File: src/rtl/fb_scanout.sv
// fb_scanout: frame buffer scan-out stage between the GPU frame buffer RAM and
// the VGA pins. Maps the VGA row/column onto the Game Boy window, fetches the
// 16-bit word holding 8 two-bit pixels, and drives grey-scale RGB with a
// border colour. Syncs are delayed to stay aligned with the pixel pipeline.
//
// Optional feature macro: FB_SCANOUT_SCALE2X_EN
//   defined   -> 2x scaling, 320x288 window, each Game Boy pixel is doubled
//   undefined -> 1:1 mapping on a 160x144 window
module fb_scanout #(
  parameter int unsigned H_OFFSET = 0,
  parameter int unsigned V_OFFSET = 0,
  parameter int unsigned H_ACTIVE = 160,
  parameter int unsigned V_ACTIVE = 144,
  parameter logic [3:0]  BORDER   = 4'h7
) (
  input  logic        iClock,
  input  logic        iReset,
  input  logic [15:0] iRow,
  input  logic [15:0] iCol,
  input  logic        iActive,
  input  logic        iHsync,
  input  logic        iVsync,
  output logic [12:0] oFbReadAddr,
  output logic        oFbReadEn,
  input  logic [15:0] iFbReadData,
  output logic [3:0]  oVgaRed,
  output logic [3:0]  oVgaGreen,
  output logic [3:0]  oVgaBlue,
  output logic        oHsync,
  output logic        oVsync,
  output logic        oFrameStart,
  output logic [7:0]  oFrameCount
);

`ifdef FB_SCANOUT_SCALE2X_EN
  localparam int unsigned SCALE = 2;
  localparam int unsigned SHIFT = 1;
`else
  localparam int unsigned SCALE = 1;
  localparam int unsigned SHIFT = 0;
`endif

  localparam logic [15:0] H_OFF = 16'(H_OFFSET);
  localparam logic [15:0] V_OFF = 16'(V_OFFSET);
  localparam logic [15:0] H_LEN = 16'(H_ACTIVE * SCALE);
  localparam logic [15:0] V_LEN = 16'(V_ACTIVE * SCALE);

  // Stage-0 combinational signals
  logic [15:0] rel_col;
  logic [15:0] rel_row;
  logic [15:0] gb_col;
  logic [15:0] gb_row;
  logic        in_win;
  logic        first_pix;
  logic [12:0] next_addr;
  logic        need_read;

  // Stage-1 pipeline registers
  logic        s1_in_win;
  logic        s1_active;
  logic [2:0]  s1_pix;
  logic        s1_hsync;
  logic        s1_vsync;
  logic        s1_first;

  // Stage-2 word handling and colour
  logic [15:0] held_word;
  logic [15:0] word_now;
  logic [1:0]  shade;
  logic [3:0]  grey;
  logic [3:0]  colour;

  // Window test, Game Boy coordinates and fetch decision for the sampled position
  always_comb begin
    // A position below the offset wraps to a huge unsigned value, so a single
    // upper-bound compare also rejects the region before the window.
    rel_col   = iCol - H_OFF;
    rel_row   = iRow - V_OFF;
    in_win    = iActive && (rel_col < H_LEN) && (rel_row < V_LEN);
    gb_col    = rel_col >> SHIFT;
    gb_row    = rel_row >> SHIFT;
    next_addr = 13'((gb_row << 5) + (gb_col >> 3));
    first_pix = in_win && (rel_col == 16'd0) && (rel_row == 16'd0);
    // A fresh read is forced whenever the previous cycle was outside the
    // window (line start, after reset, after iActive dropped).
    need_read = in_win && ((next_addr != oFbReadAddr) || !s1_in_win);
  end

  // Stage 0: register the position info and issue the frame buffer read
  always_ff @(posedge iClock) begin
    if (!iReset) begin
      oFbReadAddr <= 13'd0;
      oFbReadEn   <= 1'b0;
      s1_in_win   <= 1'b0;
      s1_active   <= 1'b0;
      s1_pix      <= 3'd0;
      s1_hsync    <= 1'b1;
      s1_vsync    <= 1'b1;
      s1_first    <= 1'b0;
    end else begin
      oFbReadEn <= need_read;
      if (need_read) begin
        oFbReadAddr <= next_addr;
      end
      s1_in_win <= in_win;
      s1_active <= iActive;
      s1_pix    <= gb_col[2:0];
      s1_hsync  <= iHsync;
      s1_vsync  <= iVsync;
      s1_first  <= first_pix;
    end
  end

  // RAM data is used directly on a read cycle, otherwise the held word is reused
  assign word_now = oFbReadEn ? iFbReadData : held_word;

  // Select the 2-bit pixel; pixel 0 sits in the top two bits of the word
  always_comb begin
    shade = 2'd0;
    case (s1_pix)
      3'd0: shade = word_now[15:14];
      3'd1: shade = word_now[13:12];
      3'd2: shade = word_now[11:10];
      3'd3: shade = word_now[9:8];
      3'd4: shade = word_now[7:6];
      3'd5: shade = word_now[5:4];
      3'd6: shade = word_now[3:2];
      3'd7: shade = word_now[1:0];
      default: shade = 2'd0;
    endcase
  end

  // Map shade to grey level and apply blanking / border priority
  always_comb begin
    grey = 4'h0;
    case (shade)
      2'd0: grey = 4'hF;
      2'd1: grey = 4'hA;
      2'd2: grey = 4'h5;
      2'd3: grey = 4'h0;
      default: grey = 4'h0;
    endcase
    if (!s1_active) begin
      colour = 4'h0;
    end else if (!s1_in_win) begin
      colour = BORDER;
    end else begin
      colour = grey;
    end
  end

  // Stage 1/2: capture the returned word and register colour, syncs and frame tracking
  always_ff @(posedge iClock) begin
    if (!iReset) begin
      held_word   <= 16'd0;
      oVgaRed     <= 4'h0;
      oVgaGreen   <= 4'h0;
      oVgaBlue    <= 4'h0;
      oHsync      <= 1'b1;
      oVsync      <= 1'b1;
      oFrameStart <= 1'b0;
      oFrameCount <= 8'd0;
    end else begin
      if (oFbReadEn) begin
        held_word <= iFbReadData;
      end
      oVgaRed     <= colour;
      oVgaGreen   <= colour;
      oVgaBlue    <= colour;
      oHsync      <= s1_hsync;
      oVsync      <= s1_vsync;
      oFrameStart <= s1_first;
      if (s1_first) begin
        oFrameCount <= oFrameCount + 8'd1;
      end
    end
  end

endmodule

File: config.mk
export PLATFORM = sky130hd
export DESIGN_NAME = fb_scanout
export DESIGN_NICKNAME = d
export VERILOG_FILES = /design/src/rtl/fb_scanout.sv
export SDC_FILE = /design/constraint.sdc
export NUM_CORES = 1
export LEC_CHECK = 0
export CORE_ASPECT_RATIO = 0.5
export CORE_MARGIN = 4
export CORE_UTILIZATION = 47
export CTS_CLUSTER_DIAMETER = 40
export DETAILED_ROUTE_END_ITERATION = 6
export PLACE_DENSITY = 0.9
export SLEW_MARGIN = 20
export SYNTH_ARGS = -nofsm -noshare
export SYNTH_HDL_FRONTEND = slang
export SYNTH_SLANG_ARGS = --single-unit
export TNS_END_PERCENT = 1
File: constraint.sdc
create_clock -name iClock -period 3.52 [get_ports iClock]
set_input_delay 0.704 -clock iClock [delete_from_list [all_inputs] [get_ports iClock]]
set_output_delay 0.704 -clock iClock [all_outputs]
set_load 0.01 [all_outputs]
==> results of run 1 <==
worst min-delay path by stage:
stage | slack [ns] | end
final | 0.41 | oVsync
after global placement | 0.39 | oVsync
after floorplan | 0.39 | oHsync
after global routing | 0.43 | oVsync
after detailed placement | 0.40 | oHsync
after CTS | 0.42 | oVsync
flip-flops by register name (all words and copies together), names as in the netlist, 3 cells and up:
signal       cells
s1_pix           3
oFbReadAddr     13
oVgaBlue         3
oFrameCount      8
held_word       16
through the flow:
stage / hold slack [ns] / setup TNS, ns
final: 0.414 / 0
after global routing: 0.426 / -0.00615
after global placement: 0.389 / -0.623
after detailed placement: 0.400 / -2.15
after CTS: 0.421 / 0
after floorplan: 0.386 / 0
cell families (layout without fill, tap and decap cells):
group           count (synthesis)  in the layout  share of synthesized area, %
mux                            38             38                          16.5
xor+xnor                       21             21                          6.96
buf+inv                        25            116                          5.95
fa+ha+maj                       9              9                          4.20
compound gates                 32             32                          8.67
flops                          52             52                          36.4
simple gates                  105            105                          21.3
layer usage:
layer / GRT usage [%] / up-vias / wire, um
met5: 0 / - / 0
met4: 9.49 / 0 / 219
met3: 4.11 / 23 / 321
met2: 35.7 / 74 / 3830
met1: 22.9 / 1156 / 3230
li1: - / 1168 / -
layout make-up:
| cell class | count | area share (%) |
|---|---|---|
| clock buffer | 7 | 3.78 |
| tap | 73 | 2.26 |
| multi-input combinational | 205 | 41.3 |
| sequential | 52 | 25.8 |
| clock inverter | 1 | 0.743 |
| inverter | 2 | 0.186 |
| timing repair buffer | 106 | 26.0 |
power by group:
group | internal [mW] | switching, mW | leakage, nW
logic | 0.132 | 0.0958 | 1.01
clock network | 0.374 | 0.207 | 0.0901
registers | 0.594 | 0.00581 | 0.421
worst max-delay path: cells and delay by family:
family          cells  cell delay [ns]
xor+xnor            1             0.34
buf+inv             3             0.91
fa+ha+maj           1             0.27
compound gates      3             0.88
mux                 1             0.21
simple gates        2             0.28
repair_timing:
action,in CTS,in global routing
endpoints found under the setup margin,0,11
gates resized for setup,0,5
buffers inserted,0,1
cell usage in the layout (no fill, tap or decap), drive strengths merged, types with 2 or more instances in the layout:
master         synthesis  routed
or3                    5       5
o22a                   2       2
nor2b                 27      27
or4                    2       2
nand2b                 4       4
mux4                   7       7
clkbuf                 8       8
clkdlybuf4s50          0      89
nor3                   5       5
nand2                 11      11
nor4                   5       5
dfxtp                 52      52
nand4                  6       6
inv                    2       2
nor4b                  3       3
and3                   3       3
mux2i                 29      29
xnor2                 12      12
ha                     8       8
a21oi                  6       6
a21boi                 4       4
buf                   14      16
nor2                  17      17
a21o                   2       2
xor2                   8       8
o21ai                  8       8
and2                  11      11
o21a                   2       2
nand3                  2       2
or2                    2       2
mux2                   2       2
==> impl_metrics.csv, run 1 <==
group,metric,value,unit
global_route,antenna_violations_before_repair,0,
synth,synth-edff-count,0,
timing,max_slew_headroom,45.4,%
setup_path,regToRegEndpoint,"oFbReadAddr[4]",
setup_path,critical_path.startpoint,"iRow[1]",
setup_path,worstReg2RegStart,"oFbReadAddr[11]",
finish,post-route-util,71.1,%
finish,post_layout_nonfiller_instances,446,
synth,yosysMostFrequentCell,"sky130_fd_sc_hd__dfxtp_1",
clocking,htree_levels,2,
setup_path,worst_path_max_delay_cell,"sky130_fd_sc_hd__clkdlybuf4s50_1",
timing,fmaxAchievable,294,MHz
run_status,outcome,"finished, final reports clean",
finish,drive_gt1_share,13.7,%
flow_run,max_cap_viol_count,0,
setup_path,crit_path_cell_trace,"clkdlybuf4s50_1 > ha_1 > a211o_1 > and3_4 > o21ai_1 > xnor3_2 > o41ai_4 > buf_4 > buf_12 > mux2i_2 > nor2b_1",
timing,setup_viol_count_final,0,
placement,place_ws,-0.248,ns
placement,gp_congestion,0.845,
synth,ys.warnings.count,0,
setup_path,critical_path_at,3.59,ns
drt,1st_iter_drt_viols,98,
synth,ys_types,54,
finish,final.fill_count,417,
clocking,numClockSinks,52,
drt,final_antenna_net_count,0,
global_route,largest_net_degree_at_the_start_of_global_routing,28,
floorplan,dieArea,7470,um^2
drt,post_drt_wl_per_cell,17.0,um
setup_path,setup.reg_to_reg.worst_slack,1.12,ns
power,ir_drop,0.000187,V
clocking,clk-insertion-delay-late,0.29,ns
synth,post-synth-top-area-fraction,36.4,%
floorplan,die_width,118,um
setup_path,end_kind,"register",
placement,place.detailed.instances,436,
clocking,tritoncts,"built",
global_route,gr_overflow_total,0,
placement,dpl.hpwl,5.88,mm
drt,vias,2421,
synth,synth_top_area_cell,"sky130_fd_sc_hd__dfxtp_1",
setup_path,critPathMaxStageDelay,0.58,ns
finish,finish.net_count,434,
clocking,cts.hold.buffers_added,0,
synth,postSynthCellCount,282,
synth,post_synth_instance_area,2860,um^2
placement,numPortBuffers,89,
clocking,worst_setup_hold_path_clk_slew,0.07,ns
timing,report.final.hold_viol_count,0,
worst_hold_path,count_of_cells_along_the_worst_hold_path,1,
timing,final_critical_path_setup_slack,0.113,ns
finish,sequential_cell_area,1040,um^2
floorplan,core.rowCount,19,
finish,layout.cell_area.non_filler,4040,um^2
setup_path,r2r.worst_path.cells,9,
setup_path,critPathRequiredTime,3.70,ns
power,leakagePower,1.52,nW
finish,area.growth.synth_to_final,41.4,%
synth,syn_avg_cell_area,10.1,um^2
clocking,cts-buffers-inserted,5,
global_route,grt_first_pass_wirelength,12.1,mm
timing,fin_crit,3.41,ns
timing,min_period_over_period,96.8,%
placement,placed_cell_area,3800,um^2
power,totalPowerFinal,1.41,mW
worst_hold_path,worst_hold_startpoint,"s1_vsync",
timing,max_slew.worst_pin.slew,0.816,ns
finish,multi_input_area,1670,um^2
drt,route.detailed.vias_per_inst,5.43,
setup_path,crit_end,"oFbReadAddr[4]",
drt,remaining_drc_errors,0,
global_route,total_routing_usage_reported_by_global_routing,19.9,%
clocking,cts.path.max_buffers,2,
worst_hold_path,worst_hold_path_type,"reg2reg",
synth,synth-seq-cells,52,
global_route,first_global_vias,2512,
floorplan,start_util,50.3,%
clocking,cts_root_buf,"sky130_fd_sc_hd__clkbuf_16",
synth,netlist_top_cells_area,"sky130_fd_sc_hd__dfxtp_1 (36%), sky130_fd_sc_hd__mux2i_1 (10%), sky130_fd_sc_hd__nor2b_1 (5.9%), sky130_fd_sc_hd__mux4_2 (5.5%), sky130_fd_sc_hd__xnor2_1 (3.7%)",
setup_path,critical_path_class,"in2reg",
setup_path,worst_setup_path_start_kind,"input pin",
synth,async_flop_share,0,%
floorplan,pin_count,90,
finish,insertedDiodeCount,0,
synth,ys_seq_area_share,36.4,%
timing,timing_max_transition_violations_final,0,
drt,drt_pass1_iterations,5,
setup_path,worstPathMaxFanout,7,
synth,syn_nets,344,
synth,synthFlopType,"sky130_fd_sc_hd__dfxtp_1",
power,powerDensity,348,nW/um^2
timing,finalClockSkew,0.00632,ns
floorplan,die-height,63.1,um
synth,synth_commonest_cells,"sky130_fd_sc_hd__dfxtp_1 (52), sky130_fd_sc_hd__mux2i_1 (29), sky130_fd_sc_hd__nor2b_1 (27), sky130_fd_sc_hd__nor2_1 (16), sky130_fd_sc_hd__xnor2_1 (12)",
drt,drt_wl_total,7.60,mm
floorplan,fp.coreArea,5680,um^2
No activity file was read; power rests on OpenSTA's default activity.
==> run 2: changes to the inputs <==
--- a/config.mk
+++ b/config.mk
@@ -7,10 +7,10 @@
 export LEC_CHECK = 0
 export CORE_ASPECT_RATIO = 0.5
 export CORE_MARGIN = 4
-export CORE_UTILIZATION = 47
+export CORE_UTILIZATION = 50
 export CTS_CLUSTER_DIAMETER = 40
 export DETAILED_ROUTE_END_ITERATION = 6
-export PLACE_DENSITY = 0.9
+export PLACE_DENSITY = 0.94
 export SLEW_MARGIN = 20
 export SYNTH_ARGS = -nofsm -noshare
 export SYNTH_HDL_FRONTEND = slang
==> constraint.sdc (replaced) <==
create_clock -name iClock -period 4.3 [get_ports iClock]
set_input_delay 0.86 -clock iClock [delete_from_list [all_inputs] [get_ports iClock]]
set_output_delay 0.86 -clock iClock [all_outputs]
set_load 0.01 [all_outputs]
==> impl_metrics.csv, run 2 (synthesis gave the netlist of run 1 again) <==
group,metric,value,unit
setup_path,r2r.worst_path.cells,8,
power,fraction_of_power_spent_switching_nets,23.8,%
timing,max_slew_headroom,62.8,%
drt,vias,2370,
clocking,clk-insertion-delay-late,0.29,ns
finish,finish.net_count,420,
finish,insertedDiodeCount,0,
clocking,cts_root_buf,"sky130_fd_sc_hd__clkbuf_16",
floorplan,core.rowCount,19,
finish,final.fill_count,413,
drt,post_drt_wl_per_cell,16.5,um
setup_path,critPathRequiredTime,4.48,ns
clocking,cts.path.max_buffers,2,
power,p_sw,0.254,mW
power,powerDensity,278,nW/um^2
floorplan,start_util,51.8,%
global_route,first_global_vias,2419,
finish,top_regs,"held_word x16, oFbReadAddr x13, oFrameCount x8",
floorplan,die_width,115,um
setup_path,largest_delay_share_family_worst_path,"compound AO/OA/AOI/OAI gates",
finish,drive_gt1_share,9.19,%
finish,post-route-util,69.7,%
clocking,tritoncts,"built",
timing,finalClockSkew,0.00917,ns
clocking,cts.repair_timing.setup_buffer_count,0,
setup_path,worst_setup_path_start_kind,"input pin",
drt,final_antenna_net_count,0,
floorplan,fp.coreArea,5520,um^2
floorplan,pin_count,90,
power,clock_power_share,38.0,%
setup_path,end_kind,"register",
finish,sequential_cell_area,1040,um^2
clocking,htree_levels,2,
timing,max_slew.worst_pin.slew,0.558,ns
drt,1st_iter_drt_viols,83,
setup_path,critPathMaxStageDelay,0.45,ns
finish,most-common-layout-cells,"sky130_fd_sc_hd__clkdlybuf4s50_1 (88), sky130_fd_sc_hd__dfxtp_1 (52), sky130_fd_sc_hd__mux2i_1 (29), sky130_fd_sc_hd__nor2b_1 (27), sky130_fd_sc_hd__nor2_1 (16)",
clocking,ctsResizeCount,0,
setup_path,critical_path_class,"in2reg",
power,internal_cell_power,0.814,mW
setup_path,worst_path_max_delay_cell,"sky130_fd_sc_hd__clkdlybuf4s50_1",
finish,post_layout_nonfiller_instances,432,
global_route,total_routing_usage_reported_by_global_routing,20.4,%
finish,multi_input_area,1650,um^2
drt,route.detailed.vias_per_inst,5.49,
timing,fin_setup_tns,0,ns
setup_path,setup.reg_to_reg.worst_slack,1.92,ns
power,ir_drop,0.000169,V
placement,place.detailed.instances,424,
power,power.sequential.fraction,45.9,%
setup_path,regToRegEndpoint,"oFbReadAddr[3]",
drt,drt_wl_total,7.14,mm
clocking,cts.hold.buffers_added,0,
clocking,worst_setup_hold_path_clk_slew,0.07,ns
drt,remaining_drc_errors,0,
timing,setup_viol_count_final,0,
global_route,grt_first_pass_wirelength,11.3,mm
timing,fin_crit,3.77,ns
global_route,gr_overflow_total,0,
worst_hold_path,worst_hold_path.endpoint,"oVsync",
setup_path,timing.critical_path.buf_inv,2,
setup_path,crit_path_cell_trace,"clkdlybuf4s50_1 > ha_1 > fa_1 > a211oi_2 > nor2_1 > a222oi_1 > nand4b_1 > o41ai_4 > buf_4 > mux2i_1 > nor2b_1",
floorplan,dieArea,7060,um^2
power,comb_power_share,16.1,%
timing,timing_max_transition_violations_final,0,
placement,gp_congestion,0.872,
worst_hold_path,worst_hold_path_type,"reg2reg",
clocking,cts-buffers-inserted,5,
placement,dpl.hpwl,5.55,mm
clocking,numClockSinks,52,
drt,drt_pass1_iterations,4,
placement,numPortBuffers,89,
floorplan,die-height,61.5,um
timing,min_period_over_period,87.7,%
run_status,outcome,"finished, final reports clean",
power,leakagePower,1.43,nW
timing,grt_setup_unrepaired,"no",
finish,mostFrequentLayoutCell,"sky130_fd_sc_hd__clkdlybuf4s50_1",
finish,number_of_flip_flops_in_the_largest_register,16,
global_route,antenna_violations_before_repair,0,
global_route,largest_net_degree_at_the_start_of_global_routing,41,
flow_run,max_cap_viol_count,0,
finish,area.growth.synth_to_final,34.5,%
finish,top_register,"held_word",
setup_path,worstPathMaxFanout,13,
timing,report.final.hold_viol_count,0,
timing,fmaxAchievable,265,MHz
setup_path,critical_path_at,3.95,ns
worst_hold_path,count_of_cells_along_the_worst_hold_path,1,
worst_hold_path,worst_hold_startpoint,"s1_vsync",
setup_path,worstReg2RegStart,"oFbReadAddr[11]",
==> run 2: final cells by class <==
cell class,count,share of cell area (%)
timing repair buffer,92,23.6
sequential,52,27.1
clock inverter,1,0.195
clock buffer,7,3.71
multi-input combinational,205,42.8
tap,73,2.38
inverter,2,0.195
==> run 2: worst max-delay path by stage <==
| stage | startpoint | to | depth (start not counted) |
|---|---|---|---|
| after CTS | iRow[0] | oFbReadAddr[3] | 11 |
| after floorplan | iRow[0] | oFbReadAddr[10] | 10 |
| after global placement | iRow[0] | oFbReadAddr[0] | 11 |
| after global routing | iRow[0] | oFbReadAddr[3] | 11 |
| after detailed placement | iRow[0] | oFbReadAddr[3] | 11 |
| final | iRow[0] | oFbReadAddr[3] | 11 |
==> run 2: stage by stage <==
step / hold WS, ns / setup slack, ns / power, mW / instance area [um^2]
finish: 0.416 / 0.528 / 1.07 / 3840
floorplan: 0.386 / 0.980 / 0.597 / 2860
global placement: 0.389 / 0.422 / 0.668 / 3700
CTS: 0.421 / 0.541 / 1.08 / 3850
detailed placement: 0.402 / 0.242 / 0.673 / 3700
global route: 0.437 / 0.439 / 1.11 / 3840
==> run 2: power by group through the flow <==
stage                     combinational, mW  sequential (mW)  clock, mW
after floorplan                      0.0966            0.500          0
after global placement                0.167            0.501          0
after detailed placement              0.171            0.502          0
after CTS                             0.173            0.490      0.413
after global routing                  0.185            0.491      0.434
final                                 0.172            0.490      0.405
==> run 2: layer usage <==
metal / vias to the layer above / share of wire (%) / GRT usage, %
met5: - / 0 / 0
met4: 0 / 2.0 / 7.02
met3: 14 / 4.8 / 2.85
met2: 82 / 54 / 41.1
met1: 1134 / 40 / 22.7
li1: 1140 / - / -
==> run 3: changes to the inputs <==
--- a/config.mk
+++ b/config.mk
@@ -6,11 +6,10 @@
 export NUM_CORES = 1
 export LEC_CHECK = 0
 export CORE_ASPECT_RATIO = 0.5
-export CORE_MARGIN = 4
-export CORE_UTILIZATION = 50
+export CORE_UTILIZATION = 41
 export CTS_CLUSTER_DIAMETER = 40
 export DETAILED_ROUTE_END_ITERATION = 6
-export PLACE_DENSITY = 0.94
+export PLACE_DENSITY = 0.81
 export SLEW_MARGIN = 20
 export SYNTH_ARGS = -nofsm -noshare
 export SYNTH_HDL_FRONTEND = slang
==> impl_metrics.csv, run 3 (synthesis gave the netlist of run 1 again) <==
group,metric,value,unit
setup_path,end_kind,"register",
drt,met2_routed_length,3.05,mm
timing,max_slew_headroom,58.5,%
placement,gp_congestion,0.911,
drt,route.detailed.vias_per_inst,5.05,
setup_path,critical_path.startpoint,"iRow[0]",
drt,1st_iter_drt_viols,95,
flow_run,max_cap_viol_count,0,
finish,sequential_cell_area,1040,um^2
clocking,numClockSinks,52,
run_status,outcome,"finished with violations",
timing,grt_setup_unrepaired,"no",
timing,min_period_over_period,89.6,%
drt,post_drt_wl_per_cell,14.0,um
global_route,total_routing_usage_reported_by_global_routing,18.3,%
finish,post_layout_nonfiller_instances,451,
power,comb_power_share,15.3,%
placement,numPortBuffers,89,
timing,timing_max_transition_violations_final,0,
timing,report.final.hold_viol_count,0,
floorplan,core.rowCount,21,
clocking,cts.path.max_buffers,2,
finish,final.fill_count,567,
setup_path,critical_path_class,"in2reg",
finish,layout.cell_area.non_filler,3890,um^2
power,powerDensity,285,nW/um^2
clocking,cts.hold.buffers_added,0,
power,ir_drop,0.000184,V
worst_hold_path,worst_hold_startpoint,"s1_hsync",
drt,wl_met3,247,um
setup_path,worstPathMaxFanout,11,
drt,drt_wl_total,6.32,mm
finish,multi_input_area,1650,um^2
clocking,cts.repair_timing.setup_buffer_count,0,
drt,wl_met1,2.93,mm
timing,fmaxAchievable,259,MHz
placement,place.detailed.instances,443,
finish,mostFrequentLayoutCell,"sky130_fd_sc_hd__clkdlybuf4s50_1",
drt,final_antenna_net_count,0,
global_route,grt_first_pass_wirelength,10.5,mm
timing,fin_setup_tns,0,ns
setup_path,critical_path_at,4.03,ns
power,fraction_of_power_spent_switching_nets,22.6,%
clocking,cts_root_buf,"sky130_fd_sc_hd__clkbuf_16",
setup_path,critPathRequiredTime,4.47,ns
floorplan,die-height,61.0,um
worst_hold_path,worst_hold_path_type,"reg2reg",
placement,dpl.hpwl,4.96,mm
clocking,tritoncts,"built",
drt,vias,2276,
run_status,violations,"DRC",
floorplan,start_util,42.7,%
floorplan,fp.coreArea,6700,um^2
setup_path,worst_setup_path_start_kind,"input pin",
clocking,htree_levels,2,
timing,setup_viol_count_final,0,
placement,placed_cell_area,3720,um^2
global_route,gr_overflow_total,0,
drt,top_signal_layer_used,"met4",
global_route,antenna_violations_before_repair,0,
clocking,clk-insertion-delay-late,0.29,ns
power,leakagePower,1.44,nW
power,p_sw,0.252,mW
drt,remaining_drc_errors,2,
finish,top_register,"held_word",
global_route,first_global_vias,2232,
finish,finish.net_count,420,
clocking,worst_setup_hold_path_clk_slew,0.06,ns
timing,max_slew.worst_pin.slew,0.621,ns
power,clock_power_share,40.6,%
power,totalPowerFinal,1.11,mW
power,power.sequential.fraction,44.2,%
floorplan,pin_count,90,
finish,most-common-layout-cells,"sky130_fd_sc_hd__clkdlybuf4s50_1 (89), sky130_fd_sc_hd__dfxtp_1 (52), sky130_fd_sc_hd__mux2i_1 (29), sky130_fd_sc_hd__nor2b_1 (27), sky130_fd_sc_hd__nor2_1 (16)",
finish,number_of_flip_flops_in_the_largest_register,16,
setup_path,worstReg2RegStart,"oFbReadAddr[10]",
floorplan,dieArea,7330,um^2
power,internal_cell_power,0.859,mW
drt,drt_pass1_iterations,7,
global_route,largest_net_degree_at_the_start_of_global_routing,32,
finish,insertedDiodeCount,0,
finish,top_regs,"held_word x16, oFbReadAddr x13, oFrameCount x8",
clocking,ctsResizeCount,0,
timing,finalClockSkew,0.00566,ns
finish,drive_gt1_share,8.91,%
timing,fin_crit,3.85,ns
finish,area.growth.synth_to_final,36.2,%
floorplan,die_width,120,um
clocking,cts-buffers-inserted,5,
[run 3: changes by cell type in the layout (fill, tap and decap cells not counted), sizes merged]
cell | previous run | this run
clkbuf | 7 | 6
inv | 2 | 3
buf | 4 | 3
bufinv | 0 | 1
clkinvlp | 1 | 0
clkdlybuf4s50 | 88 | 89
[run 3: metrics by stage]
step / hold WS, ns / setup slack (ns) / util (%)
6_report: 0.421 / 0.446 / 58.1
5_1_grt: 0.439 / 0.206 / 58.1
4_1_cts: 0.430 / 0.493 / 58.1
3_5_place_dp: 0.407 / 0.237 / 55.6
3_3_place_gp: 0.389 / 0.305 / 55.6
2_1_floorplan: 0.386 / 0.980 / -
[run 3: power by group through the flow]
stage	sequential, mW	clock, mW	combinational (mW)
3_5_place_dp	0.502	0	0.169
5_1_grt	0.491	0.480	0.185
6_report	0.490	0.451	0.170
4_1_cts	0.490	0.459	0.169
3_3_place_gp	0.501	0	0.167
2_1_floorplan	0.500	0	0.0966
[run 3: worst paths after layout]
| check | endpoint | slack, ns | cells past startpoint |
|---|---|---|---|
| max | oFbReadAddr[4] | 0.45 | 11 |
| min | oHsync | 0.42 | 1 |
| max reg2reg | oFbReadAddr[4] | 1.87 | 8 |
| min reg2reg | oHsync | 0.42 | 1 |
[run 3: layout make-up]
type,count,share of cell area (%)
tap,92,2.96
timing repair buffer,92,23.5
inverter,2,0.193
multi-input combinational,205,42.3
sequential,52,26.8
clock buffer,6,3.31
clock inverter,2,0.997
[run 3: critical path, stage by stage]
cell	delay, ns
sky130_fd_sc_hd__clkdlybuf4s50_1	0.42
sky130_fd_sc_hd__ha_1	0.24
sky130_fd_sc_hd__fa_1	0.43
sky130_fd_sc_hd__a211oi_2	0.34
sky130_fd_sc_hd__nor2_1	0.14
sky130_fd_sc_hd__a222oi_1	0.34
sky130_fd_sc_hd__nand4b_1	0.21
sky130_fd_sc_hd__o41ai_4	0.46
sky130_fd_sc_hd__buf_4	0.28
sky130_fd_sc_hd__mux2i_1	0.23
sky130_fd_sc_hd__nor2b_1	0.07
[run 3: metal layers]
metal,vias to the layer above,global-route usage [%]
met2,55,34.6
met3,8,3.33
li1,1138,-
met1,1075,22.3
met4,0,4.29
met5,-,0
